File: src/rtl/sc_ir_fetch.sv
// sc_ir_fetch: fetches one program word per Start over a read/ready handshake,
// strobes it into the IR, advances PC by 4, and aborts stalled reads with a timeout.
module sc_ir_fetch #(
  parameter int DATAWIDTH_BUS = 32,
  parameter logic [DATAWIDTH_BUS-1:0] PC_RESET_ADDR = '0,
  parameter int TIMEOUT_CYCLES = 255
) (
  input  logic                     SC_IRFetch_CLOCK_50,
  input  logic                     SC_IRFetch_Reset_InLow,
  input  logic                     SC_IRFetch_Start_InHigh,
  input  logic                     SC_IRFetch_PCLoad_InHigh,
  input  logic [DATAWIDTH_BUS-1:0] SC_IRFetch_PCTarget_In,
  output logic [DATAWIDTH_BUS-1:0] SC_IRFetch_MemAddr_Out,
  output logic                     SC_IRFetch_MemRead_OutHigh,
  input  logic                     SC_IRFetch_MemReady_InHigh,
  input  logic [DATAWIDTH_BUS-1:0] SC_IRFetch_MemData_In,
  output logic [DATAWIDTH_BUS-1:0] SC_IRFetch_IRData_Out,
  output logic                     SC_IRFetch_IRWrite_OutHigh,
  output logic [DATAWIDTH_BUS-1:0] SC_IRFetch_PC_Out,
  output logic                     SC_IRFetch_Busy_OutHigh,
  output logic                     SC_IRFetch_Done_OutHigh,
  output logic                     SC_IRFetch_Error_OutHigh
);
  typedef enum logic [1:0] {IDLE, REQ, LOAD} state_t;
  localparam logic [7:0] CNT_LAST = 8'(TIMEOUT_CYCLES - 1);
  state_t state, state_next;
  logic [DATAWIDTH_BUS-1:0] pc, ir;
  logic [7:0] cnt;
  logic err;
  always_ff @(posedge SC_IRFetch_CLOCK_50 or negedge SC_IRFetch_Reset_InLow)
    if (!SC_IRFetch_Reset_InLow) state <= IDLE;
    else state <= state_next;
  always_comb begin
    state_next = state;
    case (state)
      IDLE:    state_next = SC_IRFetch_Start_InHigh ? REQ : IDLE;
      REQ:     state_next = SC_IRFetch_MemReady_InHigh ? LOAD : (cnt == CNT_LAST ? IDLE : REQ);
      default: state_next = IDLE;
    endcase
  end
  // Strobes decode straight from state so reset drops them without a clock edge.
  always_comb begin
    SC_IRFetch_MemRead_OutHigh = state == REQ;
    SC_IRFetch_IRWrite_OutHigh = state == LOAD;
    SC_IRFetch_Done_OutHigh    = state == LOAD;
    SC_IRFetch_Busy_OutHigh    = state != IDLE;
  end
  always_ff @(posedge SC_IRFetch_CLOCK_50 or negedge SC_IRFetch_Reset_InLow)
    if (!SC_IRFetch_Reset_InLow) begin
      pc  <= PC_RESET_ADDR;
      ir  <= '0;
      cnt <= '0;
      err <= 1'b0;
    end else begin
      if (state == IDLE && SC_IRFetch_PCLoad_InHigh)
        pc <= {SC_IRFetch_PCTarget_In[DATAWIDTH_BUS-1:2], 2'b00};
      if (state == IDLE && SC_IRFetch_Start_InHigh) begin
        err <= 1'b0;
        cnt <= '0;
      end
      if (state == REQ) begin
        if (SC_IRFetch_MemReady_InHigh) ir <= SC_IRFetch_MemData_In;
        else if (cnt == CNT_LAST) err <= 1'b1;
        else cnt <= cnt + 8'd1;
      end
      if (state == LOAD) pc <= pc + DATAWIDTH_BUS'(4);
    end
  assign SC_IRFetch_MemAddr_Out   = pc;
  assign SC_IRFetch_PC_Out        = pc;
  assign SC_IRFetch_IRData_Out    = ir;
  assign SC_IRFetch_Error_OutHigh = err;
endmodule

File: config.mk
export PLATFORM = sky130hd
export DESIGN_NAME = sc_ir_fetch
export DESIGN_NICKNAME = d
export VERILOG_FILES = /design/src/rtl/sc_ir_fetch.sv
export SDC_FILE = /design/constraint.sdc
export NUM_CORES = 1
export LEC_CHECK = 0
export ABC_CLOCK_PERIOD_IN_PS = 2800
export BUFFER_PORTS_ARGS = -buffer_cell sky130_fd_sc_hd__clkbuf_2
export CORE_MARGIN = 8
export CORE_UTILIZATION = 25
export CTS_CLUSTER_SIZE = 20
export DETAILED_ROUTE_END_ITERATION = 12
export PLACE_DENSITY = 0.44
export RECOVER_POWER = 25
export SYNTH_ARGS = -nofsm -noshare
export SYNTH_HDL_FRONTEND = slang
export SYNTH_SLANG_ARGS = --single-unit
File: constraint.sdc
create_clock -name SC_IRFetch_CLOCK_50 -period 2.8 [get_ports SC_IRFetch_CLOCK_50]
set_input_delay 0.42 -clock SC_IRFetch_CLOCK_50 [delete_from_list [all_inputs] [get_ports SC_IRFetch_CLOCK_50]]
set_output_delay 0.42 -clock SC_IRFetch_CLOCK_50 [all_outputs]
set_load 0.1 [all_outputs]
Word level (Yosys, flattened, before mapping):

Index checks and enable logic that the tools add are counted.

* register bits: 75
* input port bits: 69
* word-level logic and storage cells: 30

* add/subtract/negate cells: 2
* eq/ne operators: 3
* muxes and demuxes: 14
* reductions and logical operators: 6

Operators with widths (count)
* $mux W32: 2
* $add A32 B3 Y32 const B: 1
* $mux W8: 4
* $add A8 B1 Y8 const B: 1
* $eq A8 B8 Y1 const B: 1
* $mux W1: 6
* $pmux W2 S2: 1
* $reduce_bool A2 Y1: 2
* $eq A2 B1 Y1 const B: 1
* $eq A2 B2 Y1 const B: 1
* $logic_and A1 B1 Y1: 2
* $logic_not A2 Y1: 1
* $mux W2: 1
* $reduce_and A2 Y1: 1

Depth between registers and ports, before layout:

* word-level depth: 6
* gate-level depth with buffers: 7

Worst setup path after synthesis:

Ideal clock, no wire load.

* kind: register to register
* from: reg state[0]
* to: reg ir[10] (netlist: SC_IRFetch_IRData_Out[10])
* library setup time: 126 ps
* arrival: 2874 ps
* slack: -200 ps
* cell stages (with the launch flop): 7
* buffers on the path: 2
* clock period less this slack: 3000 ps
* cells stage by stage: dfrtp_1 > inv_1 > buf_2 > nor2_1 > nand2_1 > buf_1 > mux2_2

* cells in the longest elaborated chain, start to end: 2

RTL lines
* start: declaration: line 26 `state_t state, state_next;`
* start signal: assignment: line 32 `else state <= state_next;`
* $eq A2 B1 Y1
* named net SC_IRFetch_MemRead_OutHigh: line 14 `output logic SC_IRFetch_MemRead_OutHigh,`
* $reduce_and A2 Y1 (no source line)
* end signal: assignment: line 62 `if (SC_IRFetch_MemReady_InHigh) ir <= SC_IRFetch_MemData_In;`
* end: declaration: line 27 `logic [DATAWIDTH_BUS-1:0] pc, ir;`

The timed path passes the listed nets, and every way through them passes these cells.
A chain may end at the register's enable or synchronous reset.

Worst setup path after layout:

* from: reg state[0]
* to: out SC_IRFetch_Done_OutHigh

* cells in the longest elaborated chain, start to end: 1

RTL lines
* $eq A2 B2 Y1: line 45 `SC_IRFetch_Done_OutHigh = state == LOAD;`
* end: declaration: line 21 `output logic SC_IRFetch_Done_OutHigh,`

Every way passes these cells.

==> results.md <==
* Outcome: finished, violations left
* Failing checks: capacitance limit, slew limit
* Share of cells above drive strength 1 at 43.6%
* Most common cell in the synthesized netlist: dfrtp_1
* Routed vias/inst at 4.78
* CP Buf/Inv Count at 3
* # diodes at 0
* Yosys warning count at 0
* Die height at 139 um
* Port buffer count at 163
* Row cnt at 45
* Critical path's top delay family: buffers and inverters
* Clock buffer depth at 2
* Ports at 170
* WS Path Type: register to output port
* H-tree levels at 3
* Critical Path AT at 2.00 ns
* Synthesized cell area at 0.00379 mm^2
* Crit-path cells: inv_1, nand2_1, clkinv_1, clkbuf_2
* CP max FO at 11
* CTS root buffer: clkbuf_16
* Maximum clock frequency at 414 MHz
* Post-CTS Hold Buffers at 0
* First-pass GRT wire length at 19,200 um
* Initial Util at 25.3%
* Half-perimeter wire length after placement at 9010 um
* Initial DRC count at 222
* Clock skew at 0.00297 ns
* Worst slew margin at -24.3%
* Post-DR wirelength/cell at 17.0 um
* Synth top area cells: dfrtp_1 (48%), mux2_2 (9.5%), buf_4 (6.9%)
* Gate Count Post-Synth at 375
* Reg clk slew, reported paths at 0.06 ns
* Minimum clock period at 2.42 ns
* CTS buffer count at 9
* Async SR Flop Fraction at 100%
* Total detailed-routing wirelength at 12,000 um
* Number of synthesized flops with an enable pin at 0
* Core area at 0.0150 mm^2
* Area delta synth->final at 28.4%
* HP Start: SC_IRFetch_Start_InHigh
* # nets final at 581
* Tightest Pin Transition at 1.87 ns
* Slowest Stage Delay on Critical Path at 0.51 ns
* Synth area leader: dfrtp_1
* Setup Total Neg Slack at 0 ns
* FF-to-FF Start: SC_IRFetch_MemAddr_Out[2]
* DIE WIDTH at 139 um
* Hold Path End: cnt[3]
* Max Slew Vio Count at 74
* Main synth FF type: dfrtp_1
* Post-synth top area share at 48.2%
* Max-cap violations at 1
* CTS tree: done
* GR Util All Layers at 12.4%
* Vias at 3,356
* Global placement routability congestion at 0.784
* # fillers at 1,583
* DRT Pass-1 Iters at 4
* Reg2Reg Capture Point: SC_IRFetch_MemAddr_Out[28]
* Final setup vio count at 0
* Die ar. at 0.0193 mm^2
* Antenna-violating nets left at 0
* Final-report hold violation count at 0
* Cell variety after synth at 49
* Post-CTS Setup Bufs at 0
* Worst setup EP type: output port
* R2R setup slack at 0.58 ns
* Largest net degree at the start of global routing at 74
* RSZ-0062 raised after global routing: no
* Seq cells post-synth at 73
* Drc violations at 0
* Post-cts sizing count at 0
* Worst reg2reg path depth at 6
* Vias in the first global route at 3,503
* Seq/Total Area, Yosys at 48.2%
* Crit path required time at 2.38 ns
* Hold WC Path Type: input pin to register
* Post-synth top cells: dfrtp_1 (73), buf_4 (35), nand2_1 (34), mux2_2 (32), nand3_1 (23)
* Critical Path Source Type: register
* Mean Syn Cell Area at 10.1 um^2
* Grt ovf at 0
* Crit path max-delay cell type: clkbuf_2
* Initial antenna violation count at 2
* Number of clock sinks at 73
* Clock insertion delay at the later pin of the skew report at 0.34 ns
* Fin crit share at 86.3%
* Hold Path Depth at 2
-- metal layers --
metal / share of wire [%] / routed length [um] / up-vias / track usage [%]
met4: 0.85 / 102 / 4 / 2.77
met5: 0.22 / 26 / - / 0
met3: 11 / 1260 / 12 / 7.26
met1: 41 / 4900 / 1611 / 13.8
li1: - / - / 1599 / -
met2: 47 / 5660 / 130 / 20.1
-- area by class of cell --
class / count / area [um^2] / area share [%]
Tap cell: 188 / 235 / 4.84
Clock buffer: 10 / 239 / 4.92
Inverter: 8 / 30.0 / 0.618
Sequential cell: 73 / 1830 / 37.6
Clock inverter: 6 / 57.6 / 1.18
Timing Repair Buffer: 167 / 846 / 17.4
Multi-Input combinational cell: 250 / 1630 / 33.5
-- flip-flops by register name, indices dropped and copies added (netlist names) --
| name | flops |
|---|---|
| SC_IRFetch_MemAddr_Out | 30 |
| SC_IRFetch_Error_OutHigh | 1 |
| SC_IRFetch_IRData_Out | 32 |
| state | 2 |
| cnt | 8 |
-- kinds of logic (layout without fill, tap and decap cells) --
family                   after synthesis  in the layout  share of synthesized area, %
AND/OR/NAND/NOR                      129            129                          17.9
AO/OA/AOI/OAI                         73             73                          11.9
buffers and inverters                 55            191                          9.15
flip-flops                            73             73                          48.2
adder cells (fa/ha/maj)                3              3                         0.991
other                                  1              4                        0.0990
XOR/XNOR                               3              3                         0.694
multiplexers                          38             38                          11.1
-- layout by cell type (no fill, tap or decap), types with 5 or more instances in the layout --
| cell type | netlist | final |
|---|---|---|
| clkbuf_2 | 0 | 163 |
| dfrtp_1 | 73 | 73 |
| nand2_1 | 34 | 34 |
| mux2_2 | 32 | 32 |
| nand3_1 | 23 | 23 |
| o21ai_0 | 19 | 19 |
| a21oi_1 | 18 | 18 |
| nor2_1 | 16 | 15 |
| nor3_1 | 13 | 13 |
| o22ai_1 | 13 | 13 |
| and3_1 | 9 | 9 |
| clkbuf_16 | 0 | 9 |
| nand4_1 | 8 | 8 |
| inv_1 | 7 | 7 |
| mux2i_1 | 6 | 6 |
| o211ai_1 | 6 | 6 |
| a211oi_1 | 5 | 5 |
| nor4_1 | 5 | 5 |
-- worst register-to-register path: cells and delay by family, from the launching register on --
kind,cells,cell delay [ns]
simple gates,4,1.16
flops,1,0.48
compound gates,1,0.21
fa+ha+maj,1,0.29
-- through the flow --
step,util (%),cell area (um^2),setup WS (ns),cells,hold WS [ns]
CTS,32.5,4860,0.297,702,0.259
global route,32.5,4860,0.198,702,0.266
global placement,30.5,4570,0.624,686,0.479
detailed placement,30.5,4570,0.598,686,0.482
finish,32.5,4860,0.383,702,0.282
floorplan,-,3800,0.170,378,0.124
-- worst max path at each step --
stage | startpoint | endpoint | cells after the start
finish | state[0] | SC_IRFetch_Done_OutHigh | 4
global route | state[0] | SC_IRFetch_IRWrite_OutHigh | 4
CTS | state[0] | SC_IRFetch_Done_OutHigh | 4
detailed placement | SC_IRFetch_MemAddr_Out[2] | SC_IRFetch_MemAddr_Out[28] | 6
global placement | SC_IRFetch_MemAddr_Out[2] | SC_IRFetch_MemAddr_Out[28] | 6
floorplan | SC_IRFetch_MemAddr_Out[2] | SC_IRFetch_MemAddr_Out[28] | 6
Power is left out: the tool's default activity adds up to more than one toggle a clock period on the data nets, which glitch-free logic cannot reach.
